[src/rtl/msdap_control_mc_if.sv]
// Control bundle between the MSDAP sequencer and its datapath.
// master = controller side, slave = datapath side.
interface msdap_control_mc_if #(
  parameter int NUM_CH      = 2,
  parameter int RJ_WORDS    = 16,
  parameter int COEFF_WORDS = 512,
  parameter int DATA_DEPTH  = 256
);
  localparam int RJ_AW = $clog2(NUM_CH * RJ_WORDS);
  localparam int CF_AW = $clog2(NUM_CH * COEFF_WORDS);
  localparam int DA_AW = $clog2(DATA_DEPTH);

  logic              start;
  logic              frame;
  logic              word_valid;
  logic [NUM_CH-1:0] word_zero;
  logic              clear_req;
  logic [NUM_CH-1:0] conv_done;
  logic [3:0]        state;
  logic              in_ready;
  logic              rj_wr_en;
  logic              coeff_wr_en;
  logic              data_wr_en;
  logic [RJ_AW-1:0]  rj_addr;
  logic [CF_AW-1:0]  coeff_addr;
  logic [DA_AW-1:0]  data_addr;
  logic              mem_clear;
  logic [DA_AW-1:0]  clear_addr;
  logic              alu_start;
  logic [NUM_CH-1:0] out_load;
  logic              sleep;

  modport master (
    input  start, frame, word_valid, word_zero,
    input  clear_req, conv_done,
    output state, in_ready,
    output rj_wr_en, coeff_wr_en, data_wr_en,
    output rj_addr, coeff_addr, data_addr,
    output mem_clear, clear_addr,
    output alu_start, out_load, sleep
  );

  modport slave (
    output start, frame, word_valid, word_zero,
    output clear_req, conv_done,
    input  state, in_ready,
    input  rj_wr_en, coeff_wr_en, data_wr_en,
    input  rj_addr, coeff_addr, data_addr,
    input  mem_clear, clear_addr,
    input  alu_start, out_load, sleep
  );
endinterface

[src/rtl/msdap_control_mc.sv]
// MSDAP run sequencer: memory clear, Rj/coeff load,
// sample streaming with zero-run sleep and soft clear.
module msdap_control_mc #(
  parameter int NUM_CH      = 2,
  parameter int RJ_WORDS    = 16,
  parameter int COEFF_WORDS = 512,
  parameter int DATA_DEPTH  = 256,
  parameter int ZERO_RUN    = 800
) (
  input  logic clk,
  input  logic reset_n,
  msdap_control_mc_if.master bus
);

  localparam int RJ_N  = NUM_CH * RJ_WORDS;
  localparam int CF_N  = NUM_CH * COEFF_WORDS;
  localparam int RJ_AW = $clog2(RJ_N);
  localparam int CF_AW = $clog2(CF_N);
  localparam int DA_AW = $clog2(DATA_DEPTH);
  localparam int ZW    = $clog2(ZERO_RUN + 1);

  typedef enum logic [3:0] {
    INIT       = 4'd0,
    WAIT_RJ    = 4'd1,
    READ_RJ    = 4'd2,
    WAIT_COEFF = 4'd3,
    READ_COEFF = 4'd4,
    WAIT_DATA  = 4'd5,
    WORKING    = 4'd6,
    CLEARING   = 4'd7,
    SLEEPING   = 4'd8
  } st_e;

  st_e st_q, st_n;

  logic [DA_AW-1:0] clr_q, clr_n;
  logic [DA_AW-1:0] wp_q, wp_n;
  logic [DA_AW-1:0] da_addr_q, da_addr_n;
  logic [RJ_AW-1:0] rj_idx_q, rj_idx_n;
  logic [RJ_AW-1:0] rj_addr_q, rj_addr_n;
  logic [CF_AW-1:0] cf_idx_q, cf_idx_n;
  logic [CF_AW-1:0] cf_addr_q, cf_addr_n;
  logic [NUM_CH-1:0][ZW-1:0] zc_q, zc_n, zc_inc;
  logic [NUM_CH-1:0] ld_q, ld_n;
  logic swept_q, swept_n;
  logic rj_we_q, rj_we_n;
  logic cf_we_q, cf_we_n;
  logic da_we_q, da_we_n;
  logic pend_q, pend_n;
  logic alu_q, alu_n;

  logic clr_ok, wv, wake, all_run;
  logic last_clr, sweep_end;
  logic rj_last, cf_last, da_last;

  assign clr_ok = bus.clear_req &
                  ((st_q == WAIT_DATA) |
                   (st_q == WORKING) |
                   (st_q == SLEEPING));
  assign wv = bus.word_valid & ~clr_ok;

  assign last_clr  = clr_q == DA_AW'(DATA_DEPTH - 1);
  assign sweep_end = swept_q | last_clr;
  assign rj_last   = rj_idx_q == RJ_AW'(RJ_N - 1);
  assign cf_last   = cf_idx_q == CF_AW'(CF_N - 1);
  assign da_last   = wp_q == DA_AW'(DATA_DEPTH - 1);

  assign wake = (st_q == SLEEPING) & wv &
                ~(&bus.word_zero);

  always_comb begin
    zc_inc  = '0;
    all_run = 1'b1;
    for (int c = 0; c < NUM_CH; c++) begin
      if (!bus.word_zero[c])
        zc_inc[c] = '0;
      else if (zc_q[c] == ZW'(ZERO_RUN))
        zc_inc[c] = zc_q[c];
      else
        zc_inc[c] = zc_q[c] + ZW'(1);
      if (zc_inc[c] != ZW'(ZERO_RUN))
        all_run = 1'b0;
    end
  end

  always_ff @(posedge clk or negedge reset_n) begin
    if (!reset_n) st_q <= INIT;
    else          st_q <= st_n;
  end

  always_comb begin
    st_n = st_q;
    if (bus.start) st_n = INIT;
    else if (clr_ok) st_n = CLEARING;
    else begin
      unique case (st_q)
        INIT:
          if (last_clr) st_n = WAIT_RJ;
        WAIT_RJ:
          if (bus.frame) st_n = READ_RJ;
        READ_RJ:
          if (wv && rj_last) st_n = WAIT_COEFF;
        WAIT_COEFF:
          if (bus.frame) st_n = READ_COEFF;
        READ_COEFF:
          if (wv && cf_last) st_n = WAIT_DATA;
        WAIT_DATA:
          if (bus.frame) st_n = WORKING;
        WORKING:
          if (wv && all_run) st_n = SLEEPING;
        SLEEPING:
          if (wake) st_n = WORKING;
        CLEARING:
          if (sweep_end && !bus.clear_req)
            st_n = WAIT_DATA;
        default: st_n = INIT;
      endcase
    end
  end

  always_comb begin
    clr_n     = '0;
    swept_n   = 1'b0;
    wp_n      = wp_q;
    da_addr_n = da_addr_q;
    rj_idx_n  = rj_idx_q;
    rj_addr_n = rj_addr_q;
    cf_idx_n  = cf_idx_q;
    cf_addr_n = cf_addr_q;
    zc_n      = zc_q;
    rj_we_n   = 1'b0;
    cf_we_n   = 1'b0;
    da_we_n   = 1'b0;
    pend_n    = 1'b0;
    alu_n     = pend_q;
    ld_n      = ((st_q == WORKING) ||
                 (st_q == SLEEPING)) ?
                bus.conv_done : '0;
    if (bus.start) begin
      wp_n      = '0;
      da_addr_n = '0;
      rj_idx_n  = '0;
      rj_addr_n = '0;
      cf_idx_n  = '0;
      cf_addr_n = '0;
      zc_n      = '0;
      alu_n     = 1'b0;
      ld_n      = '0;
    end else if (clr_ok) begin
      wp_n      = '0;
      da_addr_n = '0;
      zc_n      = '0;
    end else begin
      unique case (st_q)
        INIT:
          clr_n = last_clr ? '0 : clr_q + DA_AW'(1);
        CLEARING: begin
          clr_n   = sweep_end ? '0 : clr_q + DA_AW'(1);
          swept_n = sweep_end & bus.clear_req;
        end
        READ_RJ:
          if (wv) begin
            rj_we_n   = 1'b1;
            rj_addr_n = rj_idx_q;
            rj_idx_n  = rj_last ? '0 : rj_idx_q + RJ_AW'(1);
          end
        READ_COEFF:
          if (wv) begin
            cf_we_n   = 1'b1;
            cf_addr_n = cf_idx_q;
            cf_idx_n  = cf_last ? '0 : cf_idx_q + CF_AW'(1);
          end
        WORKING:
          if (wv) begin
            da_we_n   = 1'b1;
            da_addr_n = wp_q;
            wp_n      = da_last ? '0 : wp_q + DA_AW'(1);
            zc_n      = zc_inc;
            pend_n    = ~all_run;
          end
        SLEEPING:
          if (wake) begin
            da_we_n   = 1'b1;
            da_addr_n = wp_q;
            wp_n      = da_last ? '0 : wp_q + DA_AW'(1);
            zc_n      = '0;
            pend_n    = 1'b1;
          end
        default: ;
      endcase
    end
  end

  always_ff @(posedge clk or negedge reset_n) begin
    if (!reset_n) begin
      clr_q     <= '0;
      swept_q   <= 1'b0;
      wp_q      <= '0;
      da_addr_q <= '0;
      rj_idx_q  <= '0;
      rj_addr_q <= '0;
      cf_idx_q  <= '0;
      cf_addr_q <= '0;
      zc_q      <= '0;
      rj_we_q   <= 1'b0;
      cf_we_q   <= 1'b0;
      da_we_q   <= 1'b0;
      pend_q    <= 1'b0;
      alu_q     <= 1'b0;
      ld_q      <= '0;
    end else begin
      clr_q     <= clr_n;
      swept_q   <= swept_n;
      wp_q      <= wp_n;
      da_addr_q <= da_addr_n;
      rj_idx_q  <= rj_idx_n;
      rj_addr_q <= rj_addr_n;
      cf_idx_q  <= cf_idx_n;
      cf_addr_q <= cf_addr_n;
      zc_q      <= zc_n;
      rj_we_q   <= rj_we_n;
      cf_we_q   <= cf_we_n;
      da_we_q   <= da_we_n;
      pend_q    <= pend_n;
      alu_q     <= alu_n;
      ld_q      <= ld_n;
    end
  end

  // Clear strobe is held low while reset is asserted.
  assign bus.mem_clear = reset_n &
                         ((st_q == INIT) |
                          ((st_q == CLEARING) & ~swept_q));

  assign bus.state       = st_q;
  assign bus.in_ready    = (st_q != INIT) &
                           (st_q != CLEARING);
  assign bus.sleep       = st_q == SLEEPING;
  assign bus.clear_addr  = clr_q;
  assign bus.rj_wr_en    = rj_we_q;
  assign bus.coeff_wr_en = cf_we_q;
  assign bus.data_wr_en  = da_we_q;
  assign bus.rj_addr     = rj_addr_q;
  assign bus.coeff_addr  = cf_addr_q;
  assign bus.data_addr   = da_addr_q;
  assign bus.alu_start   = alu_q;
  assign bus.out_load    = ld_q;

endmodule

[src/flat_wrapper.sv]
// flat-port wrapper written by rule: the top's interface ports become plain ports
module msdap_control_mc_flat 
#(
  parameter int NUM_CH      = 2,
  parameter int RJ_WORDS    = 16,
  parameter int COEFF_WORDS = 512,
  parameter int DATA_DEPTH  = 256,
  parameter int ZERO_RUN    = 800
)
  (clk, reset_n, bus_start, bus_frame, bus_word_valid, bus_word_zero, bus_clear_req, bus_conv_done, bus_state, bus_in_ready, bus_rj_wr_en, bus_coeff_wr_en, bus_data_wr_en, bus_rj_addr, bus_coeff_addr, bus_data_addr, bus_mem_clear, bus_clear_addr, bus_alu_start, bus_out_load, bus_sleep);
  msdap_control_mc_if #(.NUM_CH(NUM_CH), .RJ_WORDS(RJ_WORDS), .COEFF_WORDS(COEFF_WORDS), .DATA_DEPTH(DATA_DEPTH)) bus_i ();
  input  logic clk;
  input  logic reset_n;
  input wire logic [$bits(bus_i.start)-1:0] bus_start;
  input wire logic [$bits(bus_i.frame)-1:0] bus_frame;
  input wire logic [$bits(bus_i.word_valid)-1:0] bus_word_valid;
  input wire logic [$bits(bus_i.word_zero)-1:0] bus_word_zero;
  input wire logic [$bits(bus_i.clear_req)-1:0] bus_clear_req;
  input wire logic [$bits(bus_i.conv_done)-1:0] bus_conv_done;
  output wire logic [$bits(bus_i.state)-1:0] bus_state;
  output wire logic [$bits(bus_i.in_ready)-1:0] bus_in_ready;
  output wire logic [$bits(bus_i.rj_wr_en)-1:0] bus_rj_wr_en;
  output wire logic [$bits(bus_i.coeff_wr_en)-1:0] bus_coeff_wr_en;
  output wire logic [$bits(bus_i.data_wr_en)-1:0] bus_data_wr_en;
  output wire logic [$bits(bus_i.rj_addr)-1:0] bus_rj_addr;
  output wire logic [$bits(bus_i.coeff_addr)-1:0] bus_coeff_addr;
  output wire logic [$bits(bus_i.data_addr)-1:0] bus_data_addr;
  output wire logic [$bits(bus_i.mem_clear)-1:0] bus_mem_clear;
  output wire logic [$bits(bus_i.clear_addr)-1:0] bus_clear_addr;
  output wire logic [$bits(bus_i.alu_start)-1:0] bus_alu_start;
  output wire logic [$bits(bus_i.out_load)-1:0] bus_out_load;
  output wire logic [$bits(bus_i.sleep)-1:0] bus_sleep;
  assign bus_i.start = bus_start;
  assign bus_i.frame = bus_frame;
  assign bus_i.word_valid = bus_word_valid;
  assign bus_i.word_zero = bus_word_zero;
  assign bus_i.clear_req = bus_clear_req;
  assign bus_i.conv_done = bus_conv_done;
  assign bus_state = bus_i.state;
  assign bus_in_ready = bus_i.in_ready;
  assign bus_rj_wr_en = bus_i.rj_wr_en;
  assign bus_coeff_wr_en = bus_i.coeff_wr_en;
  assign bus_data_wr_en = bus_i.data_wr_en;
  assign bus_rj_addr = bus_i.rj_addr;
  assign bus_coeff_addr = bus_i.coeff_addr;
  assign bus_data_addr = bus_i.data_addr;
  assign bus_mem_clear = bus_i.mem_clear;
  assign bus_clear_addr = bus_i.clear_addr;
  assign bus_alu_start = bus_i.alu_start;
  assign bus_out_load = bus_i.out_load;
  assign bus_sleep = bus_i.sleep;
  msdap_control_mc #(.NUM_CH(NUM_CH), .RJ_WORDS(RJ_WORDS), .COEFF_WORDS(COEFF_WORDS), .DATA_DEPTH(DATA_DEPTH), .ZERO_RUN(ZERO_RUN)) u_core (.clk(clk), .reset_n(reset_n), .bus(bus_i));
endmodule
[config.mk]
export PLATFORM = sky130hd
export DESIGN_NAME = msdap_control_mc_flat
export DESIGN_NICKNAME = d
export VERILOG_FILES = /design/src/rtl/msdap_control_mc_if.sv /design/src/rtl/msdap_control_mc.sv /design/src/flat_wrapper.sv
export SDC_FILE = /design/constraint.sdc
export NUM_CORES = 1
export LEC_CHECK = 0
export CAP_MARGIN = 25
export CORE_MARGIN = 2
export CORE_UTILIZATION = 51
export CTS_CLUSTER_SIZE = 25
export DETAILED_ROUTE_END_ITERATION = 6
export PLACE_DENSITY = 0.74
export SLEW_MARGIN = 20
export SYNTH_ARGS = -nofsm -noshare
export SYNTH_HDL_FRONTEND = slang
export SYNTH_SLANG_ARGS = --single-unit
[constraint.sdc]
create_clock -name clk -period 3.9 [get_ports clk]
set_input_delay 0.78 -clock clk [delete_from_list [all_inputs] [get_ports clk]]
set_output_delay 0.78 -clock clk [all_outputs]
set_load 0.02 [all_outputs]
# [Word-level counts from Yosys, hierarchy flattened]
# Cells that the tools add are included.
[word_totals] register_bits=86 output_inout_bits=44
[op_classes] n_addsub=6 eq_ne=28 muxes=78 bitwise_logic=16 n_reduce_logical=17
[ops] op="two-way mux 10 bit" n=13
[ops] op="two-way mux 8 bit" n=13
[ops] op="two-way mux 20 bit" n=4
[ops] op="one-hot mux 8 bit (2 select lines)" n=3
[ops] op="two-way mux 5 bit" n=9
[ops] op="two-way mux 4 bit" n=11
[ops] op="one-hot mux 20 bit (2 select lines)" n=1
[ops] op="one-hot mux 4 bit (9 select lines)" n=1
[ops] op="adder 10 x 1 -> 10 bit (second input constant)" n=3
[ops] op="equality test 10 bit (second input constant)" n=3
[ops] op="!= test 4 x 2 -> 1 bit (second input constant)" n=6
[ops] op="!= test 10 bit (second input constant)" n=2
[ops] op="!= test 4 x 3 -> 1 bit (second input constant)" n=5
[ops] op="two-way mux 1 bit" n=19
[ops] op="adder 8 x 1 -> 8 bit (second input constant)" n=2
[ops] op="equality test 4 x 3 -> 1 bit (second input constant)" n=4
[ops] op="equality test 8 bit (second input constant)" n=2
[ops] op="AND reduction 3 bit" n=3
[ops] op="AND reduction 9 bit" n=1
[ops] op="AND 1 bit" n=8
[ops] op="equality test 4 x 2 -> 1 bit (second input constant)" n=2
[ops] op="nonzero test 4 bit" n=2
[ops] op="nonzero test 2 bit" n=3
[ops] op="adder 5 x 1 -> 5 bit (second input constant)" n=1
[ops] op="other kinds (13)" n=24

# [Longest topological paths before layout]
[logic_depth] ltp_word=12 depth_mapped=10 mapped_depth_nobuf=9

# [Worst setup path before layout]
# Ideal clock, no wire load.
[synth_timing] path_type="register -> output" from="register u_core.st_q[1] (netlist: u_core.bus.state[1])" to="output bus_mem_clear" t_arrival_ns=1.636 required_time_ns=3.120 slack_ns=1.484 path_stages_with_launch=6 path_buffers=1 path_cell_list="dfrtp_1 clkbuf_1 nand2_1 or3_1 a21oi_1 and2_1"
[synth_between] elab_chain_len=4 elab_cells_between_ends=5 cone_classes="1 x eq/ne; 3 x bitwise; 1 x reduce/logical"
[synth_rtl] element="from (decl)" line_no="msdap_control_mc.sv:34" source="st_e st_q, st_n;"
[synth_rtl] element="from (signal assigned)" line_no="msdap_control_mc.sv:88" source="else st_q <= st_n;"
[synth_rtl] element="equality test 4 x 3 -> 1 bit" line_no="msdap_control_mc.sv:233" source="((st_q == CLEARING) & ~swept_q));"
[synth_rtl] element="AND 1 bit" line_no="msdap_control_mc.sv:233"
[synth_rtl] element="OR 1 bit (*)" line_no="msdap_control_mc.sv:232" source="((st_q == INIT) |"
[synth_rtl] element="AND 1 bit (*)" line_no="msdap_control_mc.sv:231" source="assign bus.mem_clear = reset_n &"
[synth_rtl] element="to (decl)" line_no="flat_wrapper.sv:28" source="output wire logic [$bits(bus_i.mem_clear)-1:0] bus_mem_clear;"
# Every way passes the cells marked *; elsewhere a longest branch is shown, timed or not.

# [Final worst setup path]
# Ends and elaborated chain as after synthesis.

==> results_dict.tcl <==
set metrics [dict create \
    hold_class "in2async" \
    h-tree-depth 3 \
    syn_nets 565 \
    dieHeight_um 100.4 \
    setup_tns_ps 0 \
    drc_errors 0 \
    dp_hpwl_mm 7.307 \
    synth-seq-area-share_pct 45.44 \
    crit_type "reg2out" \
    p_leak_nw 2.295 \
    mostFrequentLayoutCell "dfrtp_1" \
    arrival_ps 2480 \
    io_buffers 53 \
    synth.distinct_cells 65 \
    synthCells 546 \
    yosys-top-cells-area "dfrtp_1 45%, nand2_1 5.2%, a21oi_1 5.1%, nor2_1 4.7%, nand3_1 4.3%" \
    end_kind "output pin" \
    grt_pass1_wl_mm 17.73 \
    worstPathRequired_ps 3120 \
    yosysWarnings 0 \
    rsz0062_at_grt "no" \
    fin_crit_sh_pct 83.63 \
    clock-root-buffer "clkbuf_8" \
    synthArstFlopShare_pct 100.0 \
    p_int_mw 1.494 \
    timing.fmax_ghz 0.3066 \
    status "complete, no violations" \
    grt_util_all_layers_pct 21.79 \
    fin_util_pct 61.24 \
    clock_latency_ps 370 \
    first_pass_iters 5 \
    cts_resized 0 \
    grt_pass1_vias 3741 \
    vias 4188 \
    first_iter_violations 267 \
    max_stage_delay_ps 690 \
    netlist_area_um2 4736 \
    p_sw_mw 0.7275 \
    yosysTopAreaCell "dfrtp_1" \
    final_nets 607 \
    finalHoldViolations 0 \
    ys_seq_elements 86 \
    critPathBufInv 1 \
    rows 35 \
    cts_buffers 9 \
    slew_headroom_pct 52.44 \
    yosysTopAreaCellShare_pct 45.44 \
    max-vdd-ir-drop_mv 0.2153 \
    start_util_pct 51.99 \
    area_growth_pct 17.78 \
    switching_share_pct 32.75 \
    ant_nets 0 \
    final_cell_mix "86 x dfrtp_1, 66 x nand2_1, 59 x nor2_1" \
    max_cap_viol_count 0 \
    p_seq_share_pct 45.1 \
    combPwrFrac_pct 21.6 \
    cp_top_family "flip-flops" \
    multi_input_area_um2 2387 \
    power.density_nw_per_um2 398.3 \
    slew_viol_final 0 \
    synth_area_per_cell_um2 8.674 \
    wl_mm 10.68 \
    cp-start-kind "flip-flop" \
    antenna_found_initial 0 \
    die_width_um 100.4 \
    slowest_stage "dfrtp_1" \
    setup_viol 0 \
    vias_per_cell 5.949 \
    instances_no_fill 704 \
    dp.cells 688 \
    crit_path_cell_trace "nand2_1 -> or3_1 -> a21oi_1 -> and2_1 -> clkdlybuf4s50_1" \
    clkTransAtPathRegs_ps 100 \
    final-seq-area_um2 2152 \
    cts_sinks 86 \
    grt_max_degree 80 \
    synth_edf_count 0 \
    worst_pin_slew_ps 713.4 \
    cts_tree "yes" \
    avgRoutedWirePerCell_um 15.17 \
    coreArea_um2 9109 \
    place.gp.congestion 0.9225 \
    synth_ff_type "dfrtp_1" \
    ios 54 \
    antenna-diode-count 0 \
    power_frac_clock_pct 33.4 \
    fill_cells 801 \
    fin_crit_ps 3262 \
    grt_overflow 0 \
    die-area_um2 10070 \
    skew_ps 13.28 \
    cts_hold_buf 0 \
    postCtsSetupRepairBufs 0 \
    cts_buffer_depth 2 \
    layout-drive-gt1-share_pct 6.408 \
    crit_fanout 15 \
]
area by class of cell:
| cell class | count | area share (%) |
|---|---|---|
| clock inverters | 7 | 2.064 |
| flip-flops and latches | 86 | 38.58 |
| inverters | 16 | 1.099 |
| clock buffers | 9 | 2.221 |
| well taps | 111 | 2.490 |
| repair buffers | 62 | 10.74 |
| multi-input cells | 413 | 42.80 |
worst reg2reg max path: stages, from the launching register on:
cell,delay [ps]
dfrtp_1,590
or4b_4,730
clkinv_2,150
a21oi_2,70
and2b_1,420
nand3_1,280
or3_1,370
a21oi_1,160
cells in the mapped netlist, drive strengths merged, types with 3 or more instances:
master	count
o21ai	44
a31oi	5
nor4bb	3
dfrtp	86
clkbuf	17
or3	8
and3	6
xnor2	8
and2	5
nand2b	5
nor3	12
nand2	66
nor2	59
or4b	3
ha	9
a21o	4
xor2	12
mux2i	9
nor2b	10
inv	14
nand3	41
nand4	10
a21oi	49
buf	14
nor4	4
o31ai	8
cell families after synthesis:
logic type	count (synthesis)	share of synthesized area, %
and+or+nand+nor	242	25.23
AOI/OAI and AO/OA	131	16.72
DFF	86	45.44
buffers and inverters	47	4.148
xor gates and xnor gates	20	3.699
muxes	11	2.378
adders and majority gates	9	2.378
state kept, by name, indices dropped and copies added, names as in the netlist, 2 cells and up:
name / cells
u_core.zc_q: 20
u_core.bus.coeff_addr: 10
u_core.cf_idx_q: 10
u_core.bus.clear_addr: 8
u_core.bus.data_addr: 8
u_core.wp_q: 8
u_core.bus.rj_addr: 5
u_core.rj_idx_q: 5
u_core.bus.state: 4
u_core.bus.out_load: 2
metrics by stage:
step	power, mW	setup slack [ps]	hold WS (ps)	area, um^2
5_1_grt	2.324	500.7	214.1	5578
4_1_cts	2.234	639.7	214.7	5574
2_1_floorplan	1.318	1484	438.5	4736
3_5_place_dp	1.494	851.1	515.1	5335
3_3_place_gp	1.484	942.9	491.0	5335
6_report	2.221	638.3	226.1	5578
path summary, 6_finish.rpt:
kind,start,endpoint,slack [ps],depth (start not counted)
setup reg to reg,u_core.bus.state[1],u_core.zc_q[3],1050,7
hold / removal,reset_n,u_core.bus.clear_addr[3],230,1
hold reg to reg,u_core.pend_q,u_core.bus.alu_start,520,1
max in group asynchronous,reset_n,u_core.zc_q[1],2760,2
min in group clk,u_core.pend_q,u_core.bus.alu_start,520,1
setup / recovery,u_core.bus.state[1],bus_mem_clear,640,5
metal layers:
| layer | part of all wire (%) | vias up | GRT usage (%) |
|---|---|---|---|
| met5 | 0 | - | 0 |
| met2 | 46 | 149 | 33.76 |
| met4 | 1.2 | 0 | 6.639 |
| met3 | 5.8 | 12 | 3.552 |
| li1 | - | 2011 | - |
| met1 | 46 | 2016 | 31.59 |
power by group through the flow:
stage / logic, mW / clock network, mW / registers, mW
finish: 0.479 / 0.741 / 1.00
floorplan: 0.318 / 0 / 1.00
global placement: 0.473 / 0 / 1.01
CTS: 0.480 / 0.756 / 0.998
detailed placement: 0.478 / 0 / 1.02
global route: 0.529 / 0.787 / 1.01
(Power assumes the default switching activity.)
